[src/rtl/time_sync_ctrl.sv]
// time_sync_ctrl: keeps a local HH:MM:SS clock and disciplines it against a
// remote time source. It sends an 'R' request over UART, then waits for the
// parser to report a frame. It retries on timeout and flags sync loss after
// repeated silence. Local time free-runs once it has been loaded.
module time_sync_ctrl #(
  parameter int CLK_HZ      = 50000000,
  parameter int RESYNC_S    = 60,
  parameter int TIMEOUT_CYC = 5000000,
  parameter int MAX_RETRY   = 3
) (
  input  logic       clk,
  input  logic       rst,
  input  logic       p_synced,
  input  logic [4:0] p_hour,
  input  logic [5:0] p_min,
  input  logic [5:0] p_sec,
  input  logic       tx_ready,
  output logic       tx_valid,
  output logic [7:0] tx_data,
  output logic       parser_clr,
  output logic [4:0] hour,
  output logic [5:0] min,
  output logic [5:0] sec,
  output logic       time_valid,
  output logic       sync_lost
);

  localparam int PW = (CLK_HZ > 1)      ? $clog2(CLK_HZ)        : 1;
  localparam int TW = (TIMEOUT_CYC > 1) ? $clog2(TIMEOUT_CYC)   : 1;
  localparam int RW = (RESYNC_S > 1)    ? $clog2(RESYNC_S)      : 1;
  localparam int NW = $clog2(MAX_RETRY + 1);

  localparam logic [PW-1:0] PRESC_LAST  = PW'(CLK_HZ - 1);
  localparam logic [TW-1:0] TMO_LAST    = TW'(TIMEOUT_CYC - 1);
  localparam logic [RW-1:0] RESYNC_LAST = RW'(RESYNC_S - 1);
  localparam logic [NW-1:0] RETRY_MAX   = NW'(MAX_RETRY);

  typedef enum logic [2:0] {BOOT, REQ, WAIT, RUN, LOST} state_t;

  state_t        r_state;
  logic [PW-1:0] r_presc;
  logic [TW-1:0] r_tmo;
  logic [RW-1:0] r_resync;
  logic [NW-1:0] r_retry;
  logic          r_got;     // a frame was accepted while the request was in flight

  logic          w_acc;
  logic          w_tick;
  logic [NW-1:0] w_retry_nxt;

  assign w_acc       = p_synced && (p_hour < 5'd24) && (p_min < 6'd60) && (p_sec < 6'd60);
  assign w_tick      = (r_presc == PRESC_LAST);
  assign w_retry_nxt = r_retry + NW'(1);

  // Seconds prescaler; an accepted frame realigns the second boundary.
  always_ff @(posedge clk or negedge rst) begin
    if (!rst)                 r_presc <= '0;
    else if (w_acc || w_tick) r_presc <= '0;
    else                      r_presc <= r_presc + PW'(1);
  end

  // Local time: load from an accepted frame (wins over the tick), else advance.
  always_ff @(posedge clk or negedge rst) begin
    if (!rst) begin
      hour <= '0; min <= '0; sec <= '0; time_valid <= 1'b0;
    end else if (w_acc) begin
      hour <= p_hour; min <= p_min; sec <= p_sec; time_valid <= 1'b1;
    end else if (w_tick && time_valid) begin
      if (sec == 6'd59) begin
        sec <= '0;
        if (min == 6'd59) begin
          min  <= '0;
          hour <= (hour == 5'd23) ? 5'd0 : hour + 5'd1;
        end else begin
          min <= min + 6'd1;
        end
      end else begin
        sec <= sec + 6'd1;
      end
    end
  end

  // Request/response FSM with timeout, retry and periodic resync.
  always_ff @(posedge clk or negedge rst) begin
    if (!rst) begin
      r_state    <= BOOT;
      tx_valid   <= 1'b0;
      tx_data    <= '0;
      parser_clr <= 1'b0;
      sync_lost  <= 1'b0;
      r_tmo      <= '0;
      r_resync   <= '0;
      r_retry    <= '0;
      r_got      <= 1'b0;
    end else begin
      parser_clr <= 1'b0;
      case (r_state)
        BOOT: r_state <= REQ;
        REQ: begin
          // First REQ cycle raises the request; it then holds until accepted.
          if (w_acc) r_got <= 1'b1;
          if (!tx_valid) begin
            tx_valid <= 1'b1;
            tx_data  <= 8'h52;
          end else if (tx_ready) begin
            tx_valid <= 1'b0;
            tx_data  <= '0;
            r_tmo    <= '0;
            r_got    <= 1'b0;
            r_state  <= (r_got || w_acc) ? RUN : WAIT;
          end
        end
        WAIT: begin
          if (w_acc) begin
            r_state <= RUN;
          end else if (r_tmo == TMO_LAST) begin
            parser_clr <= 1'b1;
            r_tmo      <= '0;
            r_retry    <= w_retry_nxt;
            if (w_retry_nxt == RETRY_MAX) begin
              r_state   <= LOST;
              sync_lost <= 1'b1;
              r_resync  <= '0;
            end else begin
              r_state <= REQ;
            end
          end else begin
            r_tmo <= r_tmo + TW'(1);
          end
        end
        RUN: begin
          if (!w_acc && w_tick) begin
            if (r_resync == RESYNC_LAST) begin
              r_resync <= '0;
              r_state  <= REQ;
            end else begin
              r_resync <= r_resync + RW'(1);
            end
          end
        end
        LOST: begin
          if (w_acc) begin
            r_state <= RUN;
          end else if (w_tick) begin
            if (r_resync == RESYNC_LAST) begin
              r_resync <= '0;
              r_retry  <= '0;
              r_state  <= REQ;
            end else begin
              r_resync <= r_resync + RW'(1);
            end
          end
        end
        default: r_state <= BOOT;
      endcase
      // An accepted frame restarts all sync bookkeeping.
      if (w_acc) begin
        r_resync  <= '0;
        r_retry   <= '0;
        sync_lost <= 1'b0;
      end
    end
  end

endmodule
[config.mk]
export PLATFORM = sky130hd
export DESIGN_NAME = time_sync_ctrl
export DESIGN_NICKNAME = d
export VERILOG_FILES = /design/src/rtl/time_sync_ctrl.sv
export SDC_FILE = /design/constraint.sdc
export NUM_CORES = 1
export LEC_CHECK = 0
export CAP_MARGIN = 10
export CORE_ASPECT_RATIO = 0.5
export CORE_MARGIN = 1.5
export CORE_UTILIZATION = 53
export CTS_CLUSTER_DIAMETER = 60
export CTS_CLUSTER_SIZE = 16
export DETAILED_ROUTE_END_ITERATION = 10
export PLACE_DENSITY = 0.75
export SETUP_SLACK_MARGIN = 0.5
export SYNTH_ARGS = -nofsm -noshare
export SYNTH_HDL_FRONTEND = slang
export SYNTH_SLANG_ARGS = --single-unit
[constraint.sdc]
create_clock -name clk -period 3.85 [get_ports clk]
set_input_delay 1.155 -clock clk [delete_from_list [all_inputs] [get_ports clk]]
set_output_delay 1.155 -clock clk [all_outputs]
set_load 0.005 [all_outputs]
==> impl_table.tex, run 1 <==
\begin{tabular}{lr}
\hline
Metric & Value \\
\hline
\multicolumn{2}{l}{\textbf{Cells and area}} \\
Commonest cells after routing, fill and taps aside & sky130\_fd\_sc\_hd\_\_dfrtp\_1, sky130\_fd\_sc\_hd\_\_nor2\_1, sky130\_fd\_sc\_hd\_\_nand2\_1 \\
Fraction of final layout cells sized beyond drive strength 1 & 0.0688 \\
Most common library cell in the layout ignoring fill and taps & sky130\_fd\_sc\_hd\_\_dfrtp\_1 \\
Count of inserted antenna diode cells & 0 \\
Total number of nets in the final design & 604 \\
Area growth syn-to-layout & 16.2\% \\
\multicolumn{2}{l}{\textbf{STA}} \\
Endpoints failing hold & 0 \\
Unrepaired setup endpoints after global routing & false \\
Share of the clock period used by the worst path & 0.787 \\
Setup TNS & 0 ns \\
Largest clock skew in the final design & roughly 0.0085 ns \\
Worst slew margin relative to its limit & 0.307 \\
Highest attainable clock frequency & approximately 0.33 GHz \\
Count of final setup violators & 0 \\
Slew at the pin with the worst max-slew slack & about 1.0 ns \\
Max Slew Vio Count & 0 \\
Final worst path period need & around 3.0 ns \\
Worst-case hold slack & about 0.5 ns \\
\multicolumn{2}{l}{\textbf{Die}} \\
Effective utilization at floorplan & 0.549 \\
Die width & about 140 µm \\
Standard-cell row count & 24 \\
Die Footprint & roughly 0.0097 mm² \\
Vert. Die Dim & between 70 and 80 µm \\
I/O pins & 50 \\
Total core area & a little under 0.009 mm² \\
\multicolumn{2}{l}{\textbf{Critical path}} \\
Master of the slowest instance on the critical path & sky130\_fd\_sc\_hd\_\_nor2\_1 \\
CP Launch Type & primary input \\
Bufs and invs on worst path & 1 \\
Worst-path cell chain & clkdlybuf4s50\_1, nand4\_1, and3\_1, nor2\_1, or2\_1, o22ai\_1 \\
Nature of the critical path endpoint & flop \\
Crit path arrival time & $\sim$3.2 ns \\
Worst Path Max Fanout & 9 \\
Class of the most critical setup path & primary input to flop \\
Required time at the endpoint of the critical path & 4.06 ns \\
Gate family responsible for the most delay along the worst path & simple AND/OR/NAND/NOR gates \\
Longest individual stage delay on the worst path & approximately 0.59 ns \\
\multicolumn{2}{l}{\textbf{Clock network}} \\
Clock insertion delay at the later pin of the skew report & roughly 0.34 ns \\
Number of levels the H-tree was split into & 3 \\
Max Root-Sink Buffers & 2 \\
Post-cts hold buffer count & 0 \\
TritonCTS clock tree & done \\
CTS root buf & sky130\_fd\_sc\_hd\_\_clkbuf\_16 \\
Post-CTS resize count & 0 \\
CTS clock-pin slew for the worst setup and hold paths & around 0.060 ns \\
Count of buffers added by post-CTS timing repair for setup & 0 \\
Number of buffers inserted during clock tree synthesis & 9 \\
Num Clock Sinks & between 80 and 90 \\
\multicolumn{2}{l}{\textbf{Detailed routing}} \\
Number of vias after detailed routing & 4220 \\
Final antenna-violating net count & 0 \\
Wire length per cell after detailed routing & $\sim$16 µm \\
Post-detailed-route DRC marker count & 0 \\
Starting DRC count in detailed routing & roughly 300 \\
Via density & approximately 6 \\
Total wirelength of the detailed-routed design & between 10000 and 15000 µm \\
First-pass detailed-route iteration total & 5 \\
\multicolumn{2}{l}{\textbf{Global routing}} \\
Total track usage & 0.249 \\
Number of antenna violations at the first check in global routing & 0 \\
GR Overflow Total & 0 \\
Vias in the first global route & 3900 \\
Pin count of the biggest net entering global routing & 84 \\
First-pass GRT wire length & 18900 µm \\
\multicolumn{2}{l}{\textbf{Power}} \\
Peak ir drop on the vdd network & roughly 0.00027 V \\
Pleak & about 2.3 nW \\
Power density over the cells & slightly below 500 mW/mm² \\
\multicolumn{2}{l}{\textbf{Flow run}} \\
Max Cap Violations & 0 \\
\multicolumn{2}{l}{\textbf{Synthesis}} \\
Number of flops mapped to enable cells by yosys & 0 \\
Share of synthesized area occupied by flip-flops and latches & 0.432 \\
Cells after synthesis & 542 \\
Count of different cell masters after synthesis & 70 \\
Mapped cell area & slightly below 0.005 mm² \\
Synthesized area per cell & 8.87 µm² \\
Proportion of register bits with asynchronous set or reset after synthesis & 1.00 \\
\#FFs+latches synth & 83 \\
Synthesis Warnings & 0 \\
Predominant post-synthesis flop cell & sky130\_fd\_sc\_hd\_\_dfrtp\_1 \\
\multicolumn{2}{l}{\textbf{Place}} \\
Number of port buffers & 44 \\
Final RePlAce weighted congestion & slightly below 0.9 \\
Half-perimeter wire length of the detailed placement result & $\sim$7700 µm \\
\multicolumn{2}{l}{\textbf{Hold path}} \\
Class of the worst hold path & flop to flop \\
\multicolumn{2}{l}{\textbf{Status}} \\
Outcome & finished clean \\
\hline
\end{tabular}
power by group:
part / leakage (nW) / switching, mW / internal [mW]
registers: 1.09 / 0.197 / 1.02
clock network: 0.128 / 0.347 / 0.473
logic: 1.07 / 0.306 / 0.361
total: 2.29 / 0.850 / 1.86
worst paths after layout:
path / end / from / cells past startpoint / slack [ns]
setup / recovery: min[5] / p_min[3] / 6 / 0.82
hold / removal: time_valid / time_valid / 2 / 0.50
setup reg to reg: r_tmo[20] / r_tmo[0] / 6 / 1.26
hold reg to reg: time_valid / time_valid / 2 / 0.50
max in group asynchronous: r_presc[8] / rst / 1 / 2.18
min in group asynchronous: r_tmo[18] / rst / 1 / 0.97
cells in the mapped netlist, types with 3 or more instances:
cell type / number / share of area
sky130_fd_sc_hd__a211oi_1: 5 / 0.0078
sky130_fd_sc_hd__or3_1: 9 / 0.012
sky130_fd_sc_hd__buf_4: 8 / 0.012
sky130_fd_sc_hd__or3b_1: 3 / 0.0055
sky130_fd_sc_hd__o31a_1: 3 / 0.0055
sky130_fd_sc_hd__and4_1: 7 / 0.013
sky130_fd_sc_hd__o31ai_1: 4 / 0.0062
sky130_fd_sc_hd__a221o_1: 4 / 0.0083
sky130_fd_sc_hd__nand2_1: 45 / 0.035
sky130_fd_sc_hd__xnor2_1: 15 / 0.027
sky130_fd_sc_hd__nor2_1: 54 / 0.042
sky130_fd_sc_hd__a21oi_1: 36 / 0.037
sky130_fd_sc_hd__xor2_1: 11 / 0.020
sky130_fd_sc_hd__clkbuf_1: 16 / 0.012
sky130_fd_sc_hd__and3_1: 9 / 0.012
sky130_fd_sc_hd__nor4_1: 7 / 0.0091
sky130_fd_sc_hd__inv_1: 19 / 0.015
sky130_fd_sc_hd__o21ai_1: 3 / 0.0031
sky130_fd_sc_hd__o21a_1: 3 / 0.0047
sky130_fd_sc_hd__or2_2: 3 / 0.0039
sky130_fd_sc_hd__ha_1: 7 / 0.018
sky130_fd_sc_hd__nand4_1: 13 / 0.017
sky130_fd_sc_hd__nor3_1: 24 / 0.025
sky130_fd_sc_hd__dfrtp_1: 83 / 0.43
sky130_fd_sc_hd__nand3_1: 32 / 0.033
sky130_fd_sc_hd__o2111ai_1: 3 / 0.0055
sky130_fd_sc_hd__nor2b_1: 3 / 0.0039
sky130_fd_sc_hd__a21o_1: 4 / 0.0062
sky130_fd_sc_hd__a22o_1: 3 / 0.0055
sky130_fd_sc_hd__o22ai_1: 8 / 0.010
sky130_fd_sc_hd__buf_1: 3 / 0.0023
sky130_fd_sc_hd__mux2i_1: 5 / 0.010
sky130_fd_sc_hd__and2_1: 4 / 0.0052
sky130_fd_sc_hd__buf_2: 6 / 0.0062
sky130_fd_sc_hd__o21ai_0: 30 / 0.031
sky130_fd_sc_hd__nor3b_1: 3 / 0.0047
sky130_fd_sc_hd__a31oi_1: 7 / 0.0091
through the flow:
stage,area (µm²),std cells,utilization,power (mW),worst slack (ns)
detailed placement,5300,682,0.605,1.90,0.516
floorplan,4820,546,-,1.59,1.15
global route,5590,698,0.637,2.86,0.743
global placement,5300,682,0.605,1.88,0.528
CTS,5590,698,0.637,2.72,0.864
finish,5590,698,0.637,2.71,0.821
sequential cells by signal, summed over array words and instances (netlist names), 2 cells and up:
register and cells:
sec 6, r_resync 6, r_presc 26, r_retry 2, r_state 3, min 6, hour 5, r_tmo 23
worst reg2reg max path, stage by stage (launching register included):
cell and delay (ns):
sky130_fd_sc_hd__dfrtp_1 0.39, sky130_fd_sc_hd__ha_1 0.22, sky130_fd_sc_hd__nand3_1 0.26, sky130_fd_sc_hd__nor4_2 0.72
sky130_fd_sc_hd__o2111ai_1 0.35, sky130_fd_sc_hd__or3b_1 0.44, sky130_fd_sc_hd__a21oi_1 0.15
cells by family (layout without fill, tap and decap cells):
family | Yosys count | after routing | synth area share
other | 1 | 5 | 0.000780
adder cells (fa/ha/maj) | 7 | 7 | 0.0182
multiplexers | 8 | 8 | 0.0174
XOR/XNOR | 26 | 26 | 0.0473
AO/OA/AOI/OAI | 132 | 132 | 0.178
flip-flops | 83 | 83 | 0.432
buffers and inverters | 54 | 89 | 0.0523
AND/OR/NAND/NOR | 231 | 231 | 0.254
cell type report:
cell class              count  area [µm²]
clock buffers              13         260
clock inverters             3        22.5
fillers                   774        3180
inverters                  19        71.3
multi-input cells         409        2500
flip-flops and latches     83        2080
well taps                 117         146
repair buffers             54         513
metal layers:
layer | global-route usage | share of wire
met3 | 0.0595 | 0.044
met2 | 0.390 | 0.47
met5 | 0 | 0
met4 | 0.0556 | 0.011
met1 | 0.351 | 0.47
Note: power is estimated with default switching activity, not from simulation.
==> inputs of run 2 (changes only) <==
- CORE_UTILIZATION: 53 -> 52
- PLACE_DENSITY: 0.75 -> 0.77
- clock period: 3.85 -> 2.54 ns (I/O delays scaled with it)
==> run 2 against run 1 <==
  * Routed wire length is 23% higher
  * Largest cell class unchanged
  * Worst setup slack worse by 0.43 ns
  * Critical path type is now flop to flop
  * Register-to-register slack got worse by 0.87 ns
  * Largest power group unchanged
  * Via count increased by 12%
==> impl_table.tex, run 2 (synthesized netlist as in run 1, its figures left out) <==
\begin{tabular}{lr}
\hline
Metric & Value \\
\hline
\multicolumn{2}{l}{\textbf{Critical path}} \\
Worst Path Max Fanout & 5 \\
Flop2flop setup slack & a little under 0.4 ns \\
Length in cells of the worst reg-to-reg path & 7 \\
Worst R2R End & hour[1] \\
Required time at the endpoint of the critical path & 2.77 ns \\
CP Launch Type & flop \\
Nature of the critical path endpoint & flop \\
Class of the most critical setup path & flop to flop \\
Startpoint of the worst register-to-register path & r\_presc[1] \\
Crit path arrival time & roughly 2.4 ns \\
\multicolumn{2}{l}{\textbf{Cells and area}} \\
Fraction of final layout cells sized beyond drive strength 1 & 0.272 \\
Total number of nets in the final design & a little under 700 \\
Largest register FFs & 26 \\
Largest register by flop count & r\_presc \\
Most common library cell in the layout ignoring fill and taps & sky130\_fd\_sc\_hd\_\_dfrtp\_1 \\
Commonest cells after routing, fill and taps aside & sky130\_fd\_sc\_hd\_\_dfrtp\_1, sky130\_fd\_sc\_hd\_\_buf\_4, sky130\_fd\_sc\_hd\_\_nor2\_1 \\
Area growth syn-to-layout & 37.5\% \\
Count of inserted antenna diode cells & 0 \\
\# fillers & just over 600 \\
Registers with the most flip-flops & r\_presc x26, r\_tmo x23 \\
Final standard cell area without fillers & approximately 0.0066 mm² \\
\multicolumn{2}{l}{\textbf{Hold path}} \\
Class of the worst hold path & primary input to asynchronous set/reset pin \\
\multicolumn{2}{l}{\textbf{Status}} \\
Outcome & finished clean \\
\multicolumn{2}{l}{\textbf{Place}} \\
Half-perimeter wire length of the detailed placement result & 8270 µm \\
Area after detailed placement & approximately 0.0056 mm² \\
Final RePlAce weighted congestion & between 0.8 and 0.9 \\
Number of port buffers & between 40 and 50 \\
\multicolumn{2}{l}{\textbf{Flow run}} \\
Max Cap Violations & 0 \\
\multicolumn{2}{l}{\textbf{Die}} \\
Total core area & just under 0.009 mm² \\
Die width & approximately 140 µm \\
Effective utilization at floorplan & 0.545 \\
Vert. Die Dim & between 70 and 80 µm \\
I/O pins & 50 \\
Die Footprint & 0.00987 mm² \\
Standard-cell row count & 24 \\
\multicolumn{2}{l}{\textbf{STA}} \\
Max Slew Vio Count & 0 \\
Highest attainable clock frequency & between 0.4 and 0.5 GHz \\
Count of final setup violators & 0 \\
Share of the clock period used by the worst path & 0.847 \\
Final worst path period need & between 2 and 2.5 ns \\
Setup TNS & 0 ns \\
Endpoints failing hold & 0 \\
Unrepaired setup endpoints after global routing & true \\
Largest clock skew in the final design & between 0.006 and 0.007 ns \\
\multicolumn{2}{l}{\textbf{Detailed routing}} \\
First-pass detailed-route iteration total & 5 \\
Starting DRC count in detailed routing & roughly 370 \\
Number of vias after detailed routing & between 4000 and 5000 \\
Post-detailed-route DRC marker count & 0 \\
Wire length per cell after detailed routing & about 18 µm \\
Final antenna-violating net count & 0 \\
Total wirelength of the detailed-routed design & 13700 µm \\
Via density & just over 6 \\
\multicolumn{2}{l}{\textbf{Clock network}} \\
Number of levels the H-tree was split into & 3 \\
Post-cts hold buffer count & 0 \\
CTS clock-pin slew for the worst setup and hold paths & about 0.06 ns \\
Num Clock Sinks & just over 80 \\
Number of buffers inserted during clock tree synthesis & 9 \\
Max Root-Sink Buffers & 2 \\
TritonCTS clock tree & done \\
Clock insertion delay at the later pin of the skew report & approximately 0.35 ns \\
CTS root buf & sky130\_fd\_sc\_hd\_\_clkbuf\_16 \\
\multicolumn{2}{l}{\textbf{Global routing}} \\
First-pass GRT wire length & 21400 µm \\
Vias in the first global route & between 4000 and 5000 \\
Total track usage & 0.270 \\
Number of antenna violations at the first check in global routing & 0 \\
Pin count of the biggest net entering global routing & 35 \\
GR Overflow Total & 0 \\
\multicolumn{2}{l}{\textbf{Power}} \\
Pleak & roughly 2.9 nW \\
Power density over the cells & $\sim$700 mW/mm² \\
Peak ir drop on the vdd network & around 0.00048 V \\
\hline
\end{tabular}
==> run 2: cell type report <==
type	count	area, µm²	share of cell area
multi-input cells	409	2820	0.426
flip-flops and latches	83	2090	0.316
repair buffers	131	1180	0.178
clock buffers	13	250	0.0378
well taps	117	146	0.0221
inverters	19	71.3	0.0108
clock inverters	2	60.1	0.00908
==> run 2: critical path, cell delays in order (launching register included) <==
cell,delay (ns)
sky130_fd_sc_hd__dfrtp_1,0.40
sky130_fd_sc_hd__ha_4,0.15
sky130_fd_sc_hd__and2_4,0.16
sky130_fd_sc_hd__nand4_4,0.13
sky130_fd_sc_hd__o41a_1,0.44
sky130_fd_sc_hd__buf_4,0.16
sky130_fd_sc_hd__nor3_4,0.26
sky130_fd_sc_hd__mux2_4,0.34
==> run 2: through the flow <==
step	std cells	setup WS, ns	hold WS (ns)	utilization	power (mW)
final	774	0.388	0.376	0.749	4.69
after global routing	774	0.331	0.416	0.749	4.92
after CTS	747	0.357	0.387	0.705	4.51
after detailed placement	714	-0.307	0.496	0.636	2.97
after global placement	714	-0.257	0.493	0.636	2.92
after floorplan	546	0.367	0.463	-	2.42
==> run 2: repair_timing <==
item                       in CTS  in global routing
pin swaps                      21                 24
setup endpoints to repair      85                 85
resized for setup              59                 72
cloned                          0                  1
buffers inserted               18                 26
==> run 2: per-layer routing <==
metal	part of all wire	routed length (µm)	vias up	track usage
met3	0.075	1030	21	0.0616
li1	-	-	2193	-
met1	0.44	5990	2301	0.367
met5	0	0	-	0
met4	0.015	209	0	0.0799
met2	0.47	6500	228	0.439
==> run 2: report_power, final <==
group,internal (mW),total (mW),switching (mW),leakage [nW]
clock,0.884,1.41,0.528,0.150
combinational,0.806,1.49,0.680,1.67
sequential,1.55,1.79,0.240,1.07
total,3.25,4.69,1.45,2.89
==> run 2: worst max path at each step <==
| stage | from | depth (start not counted) | to |
|---|---|---|---|
| floorplan | p_synced | 6 | r_resync[2] |
| global placement | p_min[2] | 7 | r_resync[5] |
| detailed placement | p_hour[3] | 7 | r_resync[5] |
| CTS | r_presc[9] | 5 | r_resync[5] |
| global route | r_tmo[0] | 6 | r_resync[2] |
| finish | r_presc[1] | 7 | hour[1] |
==> inputs of run 3 (changes only) <==
- CORE_UTILIZATION: 52 -> 53
- PLACE_DENSITY: 0.77 -> 0.75
- clock period: 2.54 -> 2 ns (I/O delays scaled with it)
==> run 3 against run 2 <==
  * The flow now finishes with violations (negative setup slack)
  * Sequential share of layout area fell by 3.7 points
  * Worst setup slack got worse by 0.56 ns
  * Non-clock buffer count rose by 68
  * Critical endpoint is now r_resync[2]
  * Via count rose by 14%
  * Largest cell class unchanged
  * Highest routed layer unchanged
  * Design area rose by 12%
  * Largest power group is now combinational cells
==> impl_table.tex, run 3 (synthesized netlist as in run 1, its figures left out) <==
\begin{tabular}{lr}
\hline
Metric & Value \\
\hline
\multicolumn{2}{l}{\textbf{Die}} \\
Vert. Die Dim & roughly 70 µm \\
Die Footprint & just under 0.01 mm² \\
Standard-cell row count & 24 \\
Effective utilization at floorplan & 0.549 \\
I/O pins & 50 \\
Die width & 138 µm \\
Total core area & between 0.008 and 0.009 mm² \\
\multicolumn{2}{l}{\textbf{Detailed routing}} \\
Number of vias after detailed routing & 5407 \\
Via density & roughly 6.4 \\
Total met2 wirelength after detailed routing & roughly 8200 µm \\
Final antenna-violating net count & 0 \\
First-pass detailed-route iteration total & 5 \\
DR top layer & met4 \\
Starting DRC count in detailed routing & about 470 \\
Wl on met1 & 6810 µm \\
Post-detailed-route DRC marker count & 0 \\
Total wirelength of the detailed-routed design & between 15000 and 20000 µm \\
Met3 routed wirelength & 1300 µm \\
Wire length per cell after detailed routing & roughly 20 µm \\
\multicolumn{2}{l}{\textbf{Critical path}} \\
Class of the most critical setup path & flop to flop \\
Nature of the critical path endpoint & flop \\
Flop2flop setup slack & -0.17 ns \\
Crit path arrival time & roughly 2.4 ns \\
CP Launch Type & flop \\
Worst Path Max Fanout & 6 \\
Required time at the endpoint of the critical path & 2.23 ns \\
\multicolumn{2}{l}{\textbf{Cells and area}} \\
Registers with the most flip-flops & r\_presc x26, r\_tmo x23 \\
Area growth syn-to-layout & 54.7\% \\
Commonest cells after routing, fill and taps aside & sky130\_fd\_sc\_hd\_\_buf\_4, sky130\_fd\_sc\_hd\_\_dfrtp\_1, sky130\_fd\_sc\_hd\_\_nor2\_1 \\
Area occupied by multi-input gates & around 0.0031 mm² \\
Count of inserted antenna diode cells & 0 \\
Fraction of final layout cells sized beyond drive strength 1 & 0.417 \\
Largest register by flop count & r\_presc \\
\# fillers & 428 \\
Count of non-filler cells in the finished layout & 843 \\
Most common library cell in the layout ignoring fill and taps & sky130\_fd\_sc\_hd\_\_buf\_4 \\
Sequential standard cell area & slightly above 0.002 mm² \\
Total number of nets in the final design & 750 \\
Largest register FFs & 26 \\
\multicolumn{2}{l}{\textbf{STA}} \\
Endpoints failing hold & 0 \\
Highest attainable clock frequency & between 0.4 and 0.5 GHz \\
Final Worst Setup Slack & -0.173 ns \\
Share of the clock period used by the worst path & 1.09 \\
Slew at the pin with the worst max-slew slack & about 0.55 ns \\
Count of final setup violators & 21 \\
Setup TNS & -1.76 ns \\
Unrepaired setup endpoints after global routing & true \\
Worst slew margin relative to its limit & 0.637 \\
Final worst path period need & approximately 2.2 ns \\
Largest clock skew in the final design & between 0.007 and 0.008 ns \\
Max Slew Vio Count & 0 \\
\multicolumn{2}{l}{\textbf{Place}} \\
Number of port buffers & 44 \\
Half-perimeter wire length of the detailed placement result & approximately 9000 µm \\
Final RePlAce weighted congestion & 0.890 \\
Inst Count DP & roughly 770 \\
\multicolumn{2}{l}{\textbf{Clock network}} \\
Num Clock Sinks & a little over 80 \\
Post-cts hold buffer count & 0 \\
CTS root buf & sky130\_fd\_sc\_hd\_\_clkbuf\_16 \\
Number of levels the H-tree was split into & 3 \\
CTS clock-pin slew for the worst setup and hold paths & 0.07 ns \\
Number of buffers inserted during clock tree synthesis & 9 \\
Clock insertion delay at the later pin of the skew report & between 0.3 and 0.4 ns \\
Max Root-Sink Buffers & 2 \\
TritonCTS clock tree & done \\
\multicolumn{2}{l}{\textbf{Hold path}} \\
Class of the worst hold path & primary input to asynchronous set/reset pin \\
\multicolumn{2}{l}{\textbf{Global routing}} \\
Vias in the first global route & about 5300 \\
GR Overflow Total & 0 \\
Pin count of the biggest net entering global routing & 32 \\
Total track usage & 0.354 \\
Number of antenna violations at the first check in global routing & 0 \\
First-pass GRT wire length & around 27000 µm \\
\multicolumn{2}{l}{\textbf{Power}} \\
Peak ir drop on the vdd network & roughly 0.00052 V \\
Pleak & 3.28 nW \\
Total power after layout & between 6 and 7 mW \\
Power density over the cells & roughly 870 mW/mm² \\
\multicolumn{2}{l}{\textbf{Status}} \\
Outcome & complete, but fails checks \\
Violations in the final reports & negative setup slack \\
\multicolumn{2}{l}{\textbf{Flow run}} \\
Max Cap Violations & 0 \\
\hline
\end{tabular}
-- run 3: cell count changes in the layout (fill, tap and decap cells not counted), sizes merged, moves of 2 or more --
cell           delta
buf              +99
clkbuf            -9
clkdlybuf4s50    -14
clkinv            +2
dlymetal6s2s     -10
-- run 3: final cells by class --
cell class              instances  area share
well taps                     117      0.0197
clock buffers                  10      0.0321
repair buffers                199       0.233
inverters                      19     0.00959
clock inverters                 5      0.0104
flip-flops and latches         83       0.279
multi-input cells             410       0.416
-- run 3: where the power goes --
group / internal [mW] / total, mW / switching, mW / leakage (nW)
registers: 1.97 / 2.25 / 0.283 / 1.09
clock network: 1.12 / 1.83 / 0.717 / 0.154
logic: 1.17 / 2.36 / 1.19 / 2.03
-- run 3: metal layers --
metal  vias up  GRT usage
met3       100     0.0741
met5         -          0
met1      2659      0.444
met4         0      0.194
met2       317      0.572
li1       2331          -
-- run 3: per-stage QoR --
| stage | utilization | setup slack (ns) | hold slack, ns | area (µm²) |
|---|---|---|---|---|
| 2_1_floorplan | - | -0.0794 | 0.304 | 5120 |
| 3_3_place_gp | 0.702 | -0.602 | 0.506 | 6150 |
| 3_5_place_dp | 0.702 | -0.652 | 0.512 | 6150 |
| 4_1_cts | 0.819 | -0.125 | 0.212 | 7180 |
| 5_1_grt | 0.848 | -0.211 | 0.246 | 7440 |
| 6_report | 0.848 | -0.173 | 0.208 | 7440 |
-- run 3: path summary, 6_finish.rpt --
kind | depth (start not counted) | to | start
worst max-delay path | 6 | r_resync[2] | r_presc[0]
worst min-delay path | 1 | r_tmo[5] | rst
worst max register to register | 6 | r_resync[2] | r_presc[0]
worst min register to register | 1 | r_tmo[11] | r_tmo[11]
max in group asynchronous | 2 | r_presc[10] | rst
min in group clk | 1 | r_tmo[11] | r_tmo[11]
-- run 3: critical path, stage by stage (launching register included) --
cell                      delay (ns)
sky130_fd_sc_hd__dfrtp_1        0.38
sky130_fd_sc_hd__ha_2           0.21
sky130_fd_sc_hd__and2_4         0.16
sky130_fd_sc_hd__nand4_4        0.12
sky130_fd_sc_hd__o311a_1        0.39
sky130_fd_sc_hd__or3b_4         0.43
sky130_fd_sc_hd__a221o_1        0.36
-- run 3: timing repair --
action                     4_1_cts  5_1_grt
buffers inserted                51        8
gates resized for setup        246       40
cloned                           3        0
setup endpoints to repair      105       87
pin swaps                       41       23
hold endpoints to repair         0        0
